`config.mk`:
```
export PLATFORM = sky130hd
export DESIGN_NAME = fcp_sink_filter_flat
export DESIGN_NICKNAME = d
export VERILOG_FILES = /design/src/rtl/fcp_sink_filter_if.sv /design/src/rtl/fcp_sink_filter.sv /design/src/flat_wrapper.sv
export SDC_FILE = /design/constraint.sdc
export NUM_CORES = 2
export LEC_CHECK = 0
export CAP_MARGIN = 15
export CORE_MARGIN = 1.5
export CORE_UTILIZATION = 61
export CTS_CLUSTER_SIZE = 25
export DETAILED_ROUTE_END_ITERATION = 10
export PLACE_DENSITY = 0.82
export SLEW_MARGIN = 20
export SYNTH_ARGS = -nofsm -noshare
export SYNTH_HDL_FRONTEND = slang
export SYNTH_SLANG_ARGS = --single-unit
```
`constraint.sdc`:
```
create_clock -name clk -period 20.1 [get_ports clk]
set_input_delay 3.015 -clock clk [delete_from_list [all_inputs] [get_ports clk]]
set_output_delay 3.015 -clock clk [all_outputs]
set_load 0.01 [all_outputs]
```
`src/rtl/fcp_sink_filter_if.sv`:
```
// ---------------------------------------------------------------------------
// fcp_sink_filter_if
//   Bundles the two handshake buses of the FCP sink filter:
//     s_axis_fcp_*  : single-beat FCP credit updates coming in (AXI-Stream)
//     m_fcp_*       : unpacked, filtered updates going to the credit scheduler
//   Modports:
//     slave  : the filter side (consumes the stream, produces m_fcp_*)
//     master : the environment side (produces the stream, consumes m_fcp_*)
// ---------------------------------------------------------------------------
interface fcp_sink_filter_if #(
  parameter int AXIS_WIDTH        = 512,
  parameter int QUEUE_INDEX_WIDTH = 15,
  parameter int STAT_WIDTH        = 32
);
  logic [AXIS_WIDTH-1:0]        s_axis_fcp_tdata;
  logic                         s_axis_fcp_tvalid;
  logic                         s_axis_fcp_tready;

  logic                         m_fcp_valid;
  logic                         m_fcp_ready;
  logic [QUEUE_INDEX_WIDTH-1:0] m_fcp_vc;
  logic [STAT_WIDTH-1:0]        m_fcp_fccl;
  logic [STAT_WIDTH-1:0]        m_fcp_qlen;
  logic [STAT_WIDTH-1:0]        m_fcp_fccr;

  modport slave (
    input  s_axis_fcp_tdata, s_axis_fcp_tvalid, m_fcp_ready,
    output s_axis_fcp_tready, m_fcp_valid, m_fcp_vc, m_fcp_fccl, m_fcp_qlen, m_fcp_fccr
  );

  modport master (
    output s_axis_fcp_tdata, s_axis_fcp_tvalid, m_fcp_ready,
    input  s_axis_fcp_tready, m_fcp_valid, m_fcp_vc, m_fcp_fccl, m_fcp_qlen, m_fcp_fccr
  );
endinterface

```
`src/rtl/fcp_sink_filter.sv`:
```
// ---------------------------------------------------------------------------
// fcp_sink_filter
//   Receives single-beat FCP credit updates, queues the VC/FCCL/QLEN/FCCR
//   fields in a small FIFO, drops updates whose VC is out of range or whose
//   FCCL is older than the last accepted FCCL for that VC (wrap-aware), and
//   presents the survivors on a registered valid/ready output.
//
// Ports:
//   clk, rst            clock, synchronous active-high reset
//   fcp (slave)         s_axis_fcp_* input stream, m_fcp_* output updates
//   cfg_stale_chk_en    1 = drop stale FCCL updates
//   stat_accepted       saturating count of forwarded updates
//   stat_drop_bad_vc    saturating count of out-of-range VC drops
//   stat_drop_stale     saturating count of stale FCCL drops
// ---------------------------------------------------------------------------
module fcp_sink_filter #(
  parameter int QUEUE_INDEX_WIDTH = 15,
  parameter int NUM_VC            = 32,
  parameter int STAT_WIDTH        = 32,
  parameter int AXIS_WIDTH        = 512,
  parameter int FIFO_DEPTH        = 4,
  parameter int FCCL_OFFSET       = 0,
  parameter int QLEN_OFFSET       = 32,
  parameter int FCCR_OFFSET       = 64,
  parameter int VC_OFFSET         = 96,
  parameter int CNT_WIDTH         = 32
) (
  input  logic                 clk,
  input  logic                 rst,
  fcp_sink_filter_if.slave     fcp,
  input  logic                 cfg_stale_chk_en,
  output logic [CNT_WIDTH-1:0] stat_accepted,
  output logic [CNT_WIDTH-1:0] stat_drop_bad_vc,
  output logic [CNT_WIDTH-1:0] stat_drop_stale
);

  localparam int PTR_W    = (FIFO_DEPTH > 1) ? $clog2(FIFO_DEPTH) : 1;
  localparam int VC_IDX_W = (NUM_VC > 1) ? $clog2(NUM_VC) : 1;

  typedef struct packed {
    logic [QUEUE_INDEX_WIDTH-1:0] vc;
    logic [STAT_WIDTH-1:0]        fccl;
    logic [STAT_WIDTH-1:0]        qlen;
    logic [STAT_WIDTH-1:0]        fccr;
  } entry_t;

  function automatic logic [CNT_WIDTH-1:0] sat_inc(input logic [CNT_WIDTH-1:0] v);
    return (&v) ? v : v + 1'b1;
  endfunction

  // -------------------------------------------------------------------------
  // Input FIFO (combinational head read so the check stage sees it at once)
  // -------------------------------------------------------------------------
  entry_t           fifo_mem [FIFO_DEPTH];
  logic [PTR_W-1:0] wr_ptr_reg;
  logic [PTR_W-1:0] rd_ptr_reg;
  logic [PTR_W:0]   count_reg;

  entry_t in_entry;
  entry_t head;
  logic   fifo_full;
  logic   fifo_empty;
  logic   push;
  logic   pop;

  // Bits of tdata outside the four fields are intentionally ignored.
  logic unused_tdata;
  assign unused_tdata = ^fcp.s_axis_fcp_tdata;

  assign in_entry.vc   = fcp.s_axis_fcp_tdata[VC_OFFSET   +: QUEUE_INDEX_WIDTH];
  assign in_entry.fccl = fcp.s_axis_fcp_tdata[FCCL_OFFSET +: STAT_WIDTH];
  assign in_entry.qlen = fcp.s_axis_fcp_tdata[QLEN_OFFSET +: STAT_WIDTH];
  assign in_entry.fccr = fcp.s_axis_fcp_tdata[FCCR_OFFSET +: STAT_WIDTH];

  // tready depends only on the registered occupancy, never on m_fcp_ready.
  assign fifo_full  = (count_reg == (PTR_W+1)'(FIFO_DEPTH));
  assign fifo_empty = (count_reg == '0);
  assign fcp.s_axis_fcp_tready = !fifo_full;
  assign push = fcp.s_axis_fcp_tvalid && !fifo_full;
  assign head = fifo_mem[rd_ptr_reg];

  always_ff @(posedge clk) begin
    if (push) begin
      fifo_mem[wr_ptr_reg] <= in_entry;
    end
  end

  always_ff @(posedge clk) begin
    if (rst) begin
      wr_ptr_reg <= '0;
      rd_ptr_reg <= '0;
      count_reg  <= '0;
    end else begin
      if (push) wr_ptr_reg <= wr_ptr_reg + 1'b1;
      if (pop)  rd_ptr_reg <= rd_ptr_reg + 1'b1;
      case ({push, pop})
        2'b10:   count_reg <= count_reg + 1'b1;
        2'b01:   count_reg <= count_reg - 1'b1;
        default: count_reg <= count_reg;
      endcase
    end
  end

  // -------------------------------------------------------------------------
  // Check stage on the FIFO head
  // -------------------------------------------------------------------------
  logic                  m_valid_reg;
  entry_t                m_data_reg;
  logic [STAT_WIDTH-1:0] last_fccl_reg [NUM_VC];
  logic                  seen_reg      [NUM_VC];

  logic                  check_en;
  logic [VC_IDX_W-1:0]   head_idx;
  logic                  bad_vc;
  logic [STAT_WIDTH-1:0] fccl_delta;
  logic                  stale;
  logic                  accept;

  // The head is examined whenever the output register can take a new update.
  assign check_en = !m_valid_reg || fcp.m_fcp_ready;
  assign pop      = check_en && !fifo_empty;

  assign head_idx   = head.vc[VC_IDX_W-1:0];
  assign bad_vc     = ({{(32-QUEUE_INDEX_WIDTH){1'b0}}, head.vc} >= NUM_VC);
  // Modular difference: MSB set means the new FCCL is behind the last one.
  assign fccl_delta = head.fccl - last_fccl_reg[head_idx];
  assign stale      = !bad_vc && cfg_stale_chk_en && seen_reg[head_idx] &&
                      fccl_delta[STAT_WIDTH-1];
  assign accept     = pop && !bad_vc && !stale;

  // Per-VC table; a write lands before the next cycle's check reads it.
  generate
    for (genvar gi = 0; gi < NUM_VC; gi++) begin : g_vc_table
      always_ff @(posedge clk) begin
        if (rst) begin
          last_fccl_reg[gi] <= '0;
          seen_reg[gi]      <= 1'b0;
        end else if (accept && (head_idx == VC_IDX_W'(gi))) begin
          last_fccl_reg[gi] <= head.fccl;
          seen_reg[gi]      <= 1'b1;
        end
      end
    end
  endgenerate

  // -------------------------------------------------------------------------
  // Output register
  // -------------------------------------------------------------------------
  always_ff @(posedge clk) begin
    if (rst) begin
      m_valid_reg <= 1'b0;
      m_data_reg  <= '0;
    end else if (check_en) begin
      m_valid_reg <= accept;
      if (accept) m_data_reg <= head;
    end
  end

  assign fcp.m_fcp_valid = m_valid_reg;
  assign fcp.m_fcp_vc    = m_data_reg.vc;
  assign fcp.m_fcp_fccl  = m_data_reg.fccl;
  assign fcp.m_fcp_qlen  = m_data_reg.qlen;
  assign fcp.m_fcp_fccr  = m_data_reg.fccr;

  // -------------------------------------------------------------------------
  // Statistics
  // -------------------------------------------------------------------------
  logic [CNT_WIDTH-1:0] acc_cnt_reg;
  logic [CNT_WIDTH-1:0] bad_cnt_reg;
  logic [CNT_WIDTH-1:0] stale_cnt_reg;

  always_ff @(posedge clk) begin
    if (rst) begin
      acc_cnt_reg   <= '0;
      bad_cnt_reg   <= '0;
      stale_cnt_reg <= '0;
    end else begin
      if (accept)         acc_cnt_reg   <= sat_inc(acc_cnt_reg);
      if (pop && bad_vc)  bad_cnt_reg   <= sat_inc(bad_cnt_reg);
      if (pop && stale)   stale_cnt_reg <= sat_inc(stale_cnt_reg);
    end
  end

  assign stat_accepted    = acc_cnt_reg;
  assign stat_drop_bad_vc = bad_cnt_reg;
  assign stat_drop_stale  = stale_cnt_reg;

endmodule

```
`src/flat_wrapper.sv`:
```
// flat-port wrapper written by rule: the top's interface ports become plain ports
module fcp_sink_filter_flat 
#(
  parameter int QUEUE_INDEX_WIDTH = 15,
  parameter int NUM_VC            = 32,
  parameter int STAT_WIDTH        = 32,
  parameter int AXIS_WIDTH        = 512,
  parameter int FIFO_DEPTH        = 4,
  parameter int FCCL_OFFSET       = 0,
  parameter int QLEN_OFFSET       = 32,
  parameter int FCCR_OFFSET       = 64,
  parameter int VC_OFFSET         = 96,
  parameter int CNT_WIDTH         = 32
)
  (clk, rst, cfg_stale_chk_en, stat_accepted, stat_drop_bad_vc, stat_drop_stale, fcp_s_axis_fcp_tdata, fcp_s_axis_fcp_tvalid, fcp_m_fcp_ready, fcp_s_axis_fcp_tready, fcp_m_fcp_valid, fcp_m_fcp_vc, fcp_m_fcp_fccl, fcp_m_fcp_qlen, fcp_m_fcp_fccr);
  fcp_sink_filter_if #(.AXIS_WIDTH(AXIS_WIDTH), .QUEUE_INDEX_WIDTH(QUEUE_INDEX_WIDTH), .STAT_WIDTH(STAT_WIDTH)) fcp_i ();
  input  logic clk;
  input  logic rst;
  input  logic cfg_stale_chk_en;
  output logic [CNT_WIDTH-1:0] stat_accepted;
  output logic [CNT_WIDTH-1:0] stat_drop_bad_vc;
  output logic [CNT_WIDTH-1:0] stat_drop_stale;
  input wire logic [$bits(fcp_i.s_axis_fcp_tdata)-1:0] fcp_s_axis_fcp_tdata;
  input wire logic [$bits(fcp_i.s_axis_fcp_tvalid)-1:0] fcp_s_axis_fcp_tvalid;
  input wire logic [$bits(fcp_i.m_fcp_ready)-1:0] fcp_m_fcp_ready;
  output wire logic [$bits(fcp_i.s_axis_fcp_tready)-1:0] fcp_s_axis_fcp_tready;
  output wire logic [$bits(fcp_i.m_fcp_valid)-1:0] fcp_m_fcp_valid;
  output wire logic [$bits(fcp_i.m_fcp_vc)-1:0] fcp_m_fcp_vc;
  output wire logic [$bits(fcp_i.m_fcp_fccl)-1:0] fcp_m_fcp_fccl;
  output wire logic [$bits(fcp_i.m_fcp_qlen)-1:0] fcp_m_fcp_qlen;
  output wire logic [$bits(fcp_i.m_fcp_fccr)-1:0] fcp_m_fcp_fccr;
  assign fcp_i.s_axis_fcp_tdata = fcp_s_axis_fcp_tdata;
  assign fcp_i.s_axis_fcp_tvalid = fcp_s_axis_fcp_tvalid;
  assign fcp_i.m_fcp_ready = fcp_m_fcp_ready;
  assign fcp_s_axis_fcp_tready = fcp_i.s_axis_fcp_tready;
  assign fcp_m_fcp_valid = fcp_i.m_fcp_valid;
  assign fcp_m_fcp_vc = fcp_i.m_fcp_vc;
  assign fcp_m_fcp_fccl = fcp_i.m_fcp_fccl;
  assign fcp_m_fcp_qlen = fcp_i.m_fcp_qlen;
  assign fcp_m_fcp_fccr = fcp_i.m_fcp_fccr;
  fcp_sink_filter #(.QUEUE_INDEX_WIDTH(QUEUE_INDEX_WIDTH), .NUM_VC(NUM_VC), .STAT_WIDTH(STAT_WIDTH), .AXIS_WIDTH(AXIS_WIDTH), .FIFO_DEPTH(FIFO_DEPTH), .FCCL_OFFSET(FCCL_OFFSET), .QLEN_OFFSET(QLEN_OFFSET), .FCCR_OFFSET(FCCR_OFFSET), .VC_OFFSET(VC_OFFSET), .CNT_WIDTH(CNT_WIDTH)) u_core (.clk(clk), .rst(rst), .fcp(fcp_i), .cfg_stale_chk_en(cfg_stale_chk_en), .stat_accepted(stat_accepted), .stat_drop_bad_vc(stat_drop_bad_vc), .stat_drop_stale(stat_drop_stale));
endmodule
```
==> results.py <==
metrics = {
    "synthesis": {
        "syn_nets": 5623,
        "yosysWarnings": 0,
        "asyncSetResetFlopFracSynth": 0,
        "synth-seq-area-share": 0.6892,
        "yosys_register_bits": 1717,
        "post_synthesis_cell_area_um2": 71650,
        "ys_flop_type": "sky130_fd_sc_hd__edfxtp_1",
        "synthesis.area_per_instance_um2": 14.14,
        "synth_top_area_frac": 0.6283,
        "synth_area_leader_cell": "sky130_fd_sc_hd__edfxtp_1",
        "synth.top_cells.by_area": "sky130_fd_sc_hd__edfxtp_1 63%, sky130_fd_sc_hd__mux4_2 10%, sky130_fd_sc_hd__nor2_1 6.5%",
        "post_synth_num_cell_types": 66,
        "synth_enable_flop_cells": 1499,
        "synthCells": 5067,
    },
    "clocking": {
        "ctsRootBufferMaster": "sky130_fd_sc_hd__clkbuf_16",
        "cts.clk_slew.worst_paths_ps": 60,
        "cts_htree_levels": 4,
        "tritoncts": "yes",
        "cts_resized": 0,
        "bufs_on_longest_clock_path": 3,
        "cts_post_setup_buffers_inserted": 0,
        "clock_insertion_delay_worst_skew_ps": 800,
        "cts_inserted_buffers": 169,
        "post_cts_hold_buffer_count": 0,
        "numClockSinks": 1717,
    },
    "worst_setup_path": {
        "critical_path_buffers_and_inverters": 7,
        "worst_path_largest_cell_delay_ps": 950,
        "crit_arrival_ps": 12280,
        "r2r_cell_count": 24,
        "terminus_of_the_critical_flop_to_flop_path": "u_core.last_fccl_reg[4][6]",
        "critical_path.top_delay_family": "buffers and inverters",
        "critPathCaptureType": "flop",
        "crit_required_ps": 20520,
        "slowest_stage": "sky130_fd_sc_hd__mux4_4",
        "critical_path.max_fanout": 84,
        "crit_path_cell_trace": "mux4_4, buf_4, buf_4, mux4_2, nand2_1, and3_1, a311oi_1, a31oi_1, ha_1, nand2_1, nor3_1, and4_1, nor4b_1, a41oi_1, a2111oi_1, buf_4, or3b_4, a21o_1, buf_4, nand4_1, buf_4, buf_4, o21ai_4, buf_4",
        "timing.reg2reg.setup_slack_ps": 8230,
        "worst_path_most_repeated_cell": "sky130_fd_sc_hd__buf_4",
        "setup.worst_path.start_class": "flop",
        "setup.worst_path.class": "flop to flop",
    },
    "sta": {
        "rsz_0062_raised_after_global_routing": "false",
        "worst-slew-pin-transition_ps": 1266,
        "hold-worst-slack_ps": 478.1,
        "finalCriticalPeriod_ps": 11870,
        "setup-violations-final": 0,
        "finalClockSkew_ps": 28.13,
        "max_freq_ghz": 0.08427,
        "report.final.slew_viol_count": 0,
        "timing.slew.headroom": 0.1527,
        "final_hold_viol_count": 0,
        "finalSetupTns_ps": 0,
        "share_of_the_cycle_needed_by_the_critical_path_after_routing": 0.5904,
    },
    "floorplanning": {
        "floorplan.initialDensity": 0.6157,
        "core-area_um2": 116400,
        "die_h_um": 345.7,
        "placementRows": 125,
        "die_area_um2": 119500,
        "fp.dieW_um": 345.7,
        "pin_count": 726,
    },
    "min_path": {
        "hold_start": "u_core.fcp.m_fcp_vc[6]",
        "worst_hold_path.num_cells": 1,
        "hold-path-endpoint": "u_core.fcp.m_fcp_vc[6]",
        "min_path_type": "flop to flop",
    },
    "power_and_ir_drop": {
        "total_power_consumption_of_the_routed_design_w": 0.01052,
        "power_frac_comb": 0.296,
        "vdd_drop_max_uv": 104.6,
        "p_seq_frac": 0.402,
        "switching_share": 0.3316,
        "pwr_density_cell_nw_per_um2": 128.1,
        "power.share.clock": 0.302,
        "netsw_w": 0.003489,
        "internal-power_w": 0.007031,
        "power.leakage_nw": 27.26,
    },
    "route": {
        "routed-via-count": 46442,
        "route.detailed.vias_per_inst": 6.653,
        "detailedRoute.firstIterationViolations": 6660,
        "final_antenna_net_count": 0,
        "drt-pass1-iter-count": 8,
        "aggregate_routed_wire_length_um": 199700,
        "route.detailed.wl_per_inst_um": 28.61,
        "drc": 0,
    },
    "final_layout": {
        "finish.net_count": 5868,
        "area_delta_synth_final_pct": 14.66,
        "final_common_cell": "sky130_fd_sc_hd__edfxtp_1",
        "largest_register_ffs": 1024,
        "most_frequent_cells_in_the_layout": "1499 x sky130_fd_sc_hd__edfxtp_1, 1243 x sky130_fd_sc_hd__nor2_1, 451 x sky130_fd_sc_hd__nand2_1",
        "layout-drive-gt1-share": 0.1418,
    },
    "placed_design": {
        "io_buffers": 324,
        "gpl.final_weighted_congestion": 0.8872,
        "place.detailed.hpwl_um": 115200,
    },
    "global_route": {
        "antenna_found_initial": 18,
        "grt_use_total": 0.3319,
        "globalRoute.totalOverflow": 0,
        "wire_length_of_the_first_global_routing_pass_um": 292700,
        "largest_net_degree_at_the_start_of_global_routing": 148,
        "first_global_vias": 46955,
    },
    "flow_run": {
        "cap_violations": 0,
    },
    "status": {
        "run_status": "completed",
    },
}
worst max-delay path by stage:
stage / start / to / depth (start not counted)
finish: flop / u_core.last_fccl_reg[4][6] / 24
global route: flop / u_core.last_fccl_reg[4][6] / 24
CTS: flop / u_core.last_fccl_reg[4][6] / 23
detailed placement: flop / u_core.last_fccl_reg[4][5] / 23
global placement: flop / u_core.last_fccl_reg[4][5] / 24
floorplan: flop / u_core.last_fccl_reg[10][0] / 25
power by group through the flow:
| stage | Sequential (W) | Combinational, W | Clock (W) |
|---|---|---|---|
| CTS | 0.00423 | 0.00303 | 0.00317 |
| floorplan | 0.00428 | 0.00196 | 0 |
| global placement | 0.00428 | 0.00292 | 0 |
| global route | 0.00425 | 0.00323 | 0.00331 |
| finish | 0.00423 | 0.00311 | 0.00317 |
| detailed placement | 0.00430 | 0.00298 | 0 |
per-stage QoR:
| stage | area (µm²) | worst slack (ps) | utilization | std cells |
|---|---|---|---|---|
| floorplan | 71650 | 11180 | - | 5067 |
| global placement | 76600 | 8702 | 0.6583 | 6665 |
| detailed placement | 76600 | 8612 | 0.6583 | 6665 |
| CTS | 82130 | 8518 | 0.7058 | 6974 |
| global route | 82130 | 7816 | 0.7058 | 6974 |
| finish | 82150 | 8233 | 0.7060 | 6981 |
layer usage:
metal / part of all wire / vias up / routed length, µm / global-route usage
met2: 0.47 / 3778 / 93490 / 0.5246
met5: 0.00070 / - / 139 / 0
met1: 0.33 / 22671 / 65070 / 0.4106
li1: - / 19150 / - / -
met4: 0.059 / 22 / 11740 / 0.1747
met3: 0.15 / 821 / 29270 / 0.1088
cells in the mapped netlist (all sizes together) (12+ instances only):
| master | n |
|---|---|
| mux2i | 168 |
| xor2 | 20 |
| buf | 132 |
| clkbuf | 207 |
| nor3 | 21 |
| dfxtp | 218 |
| mux4 | 317 |
| or4 | 21 |
| inv | 55 |
| nor2b | 30 |
| nand3 | 115 |
| mux2 | 72 |
| o31ai | 20 |
| a21o | 12 |
| o21ai | 83 |
| a31oi | 32 |
| nand4 | 37 |
| a21oi | 51 |
| nor2 | 1247 |
| edfxtp | 1499 |
| and3 | 72 |
| nand2 | 451 |
| or3 | 17 |
| ha | 38 |
| a311oi | 33 |
layout make-up:
| cell class | count | area [µm²] |
|---|---|---|
| sequential | 1717 | 49380 |
| fill | 7051 | 34210 |
| multi-input combinational | 2956 | 21140 |
| clock buffer | 235 | 4642 |
| timing repair buffer | 413 | 3966 |
| tap | 1524 | 1907 |
| clock inverter | 74 | 888.4 |
| inverter | 55 | 207.7 |
| antenna | 7 | 17.52 |
kinds of logic after synthesis:
group / synth area share
mux: 0.1345
buf+inv: 0.02227
compound gates: 0.02431
simple gates: 0.1192
fa+ha+maj: 0.006916
flops: 0.6892
xor+xnor: 0.003650
Note: power is estimated with default switching activity, not from simulation.
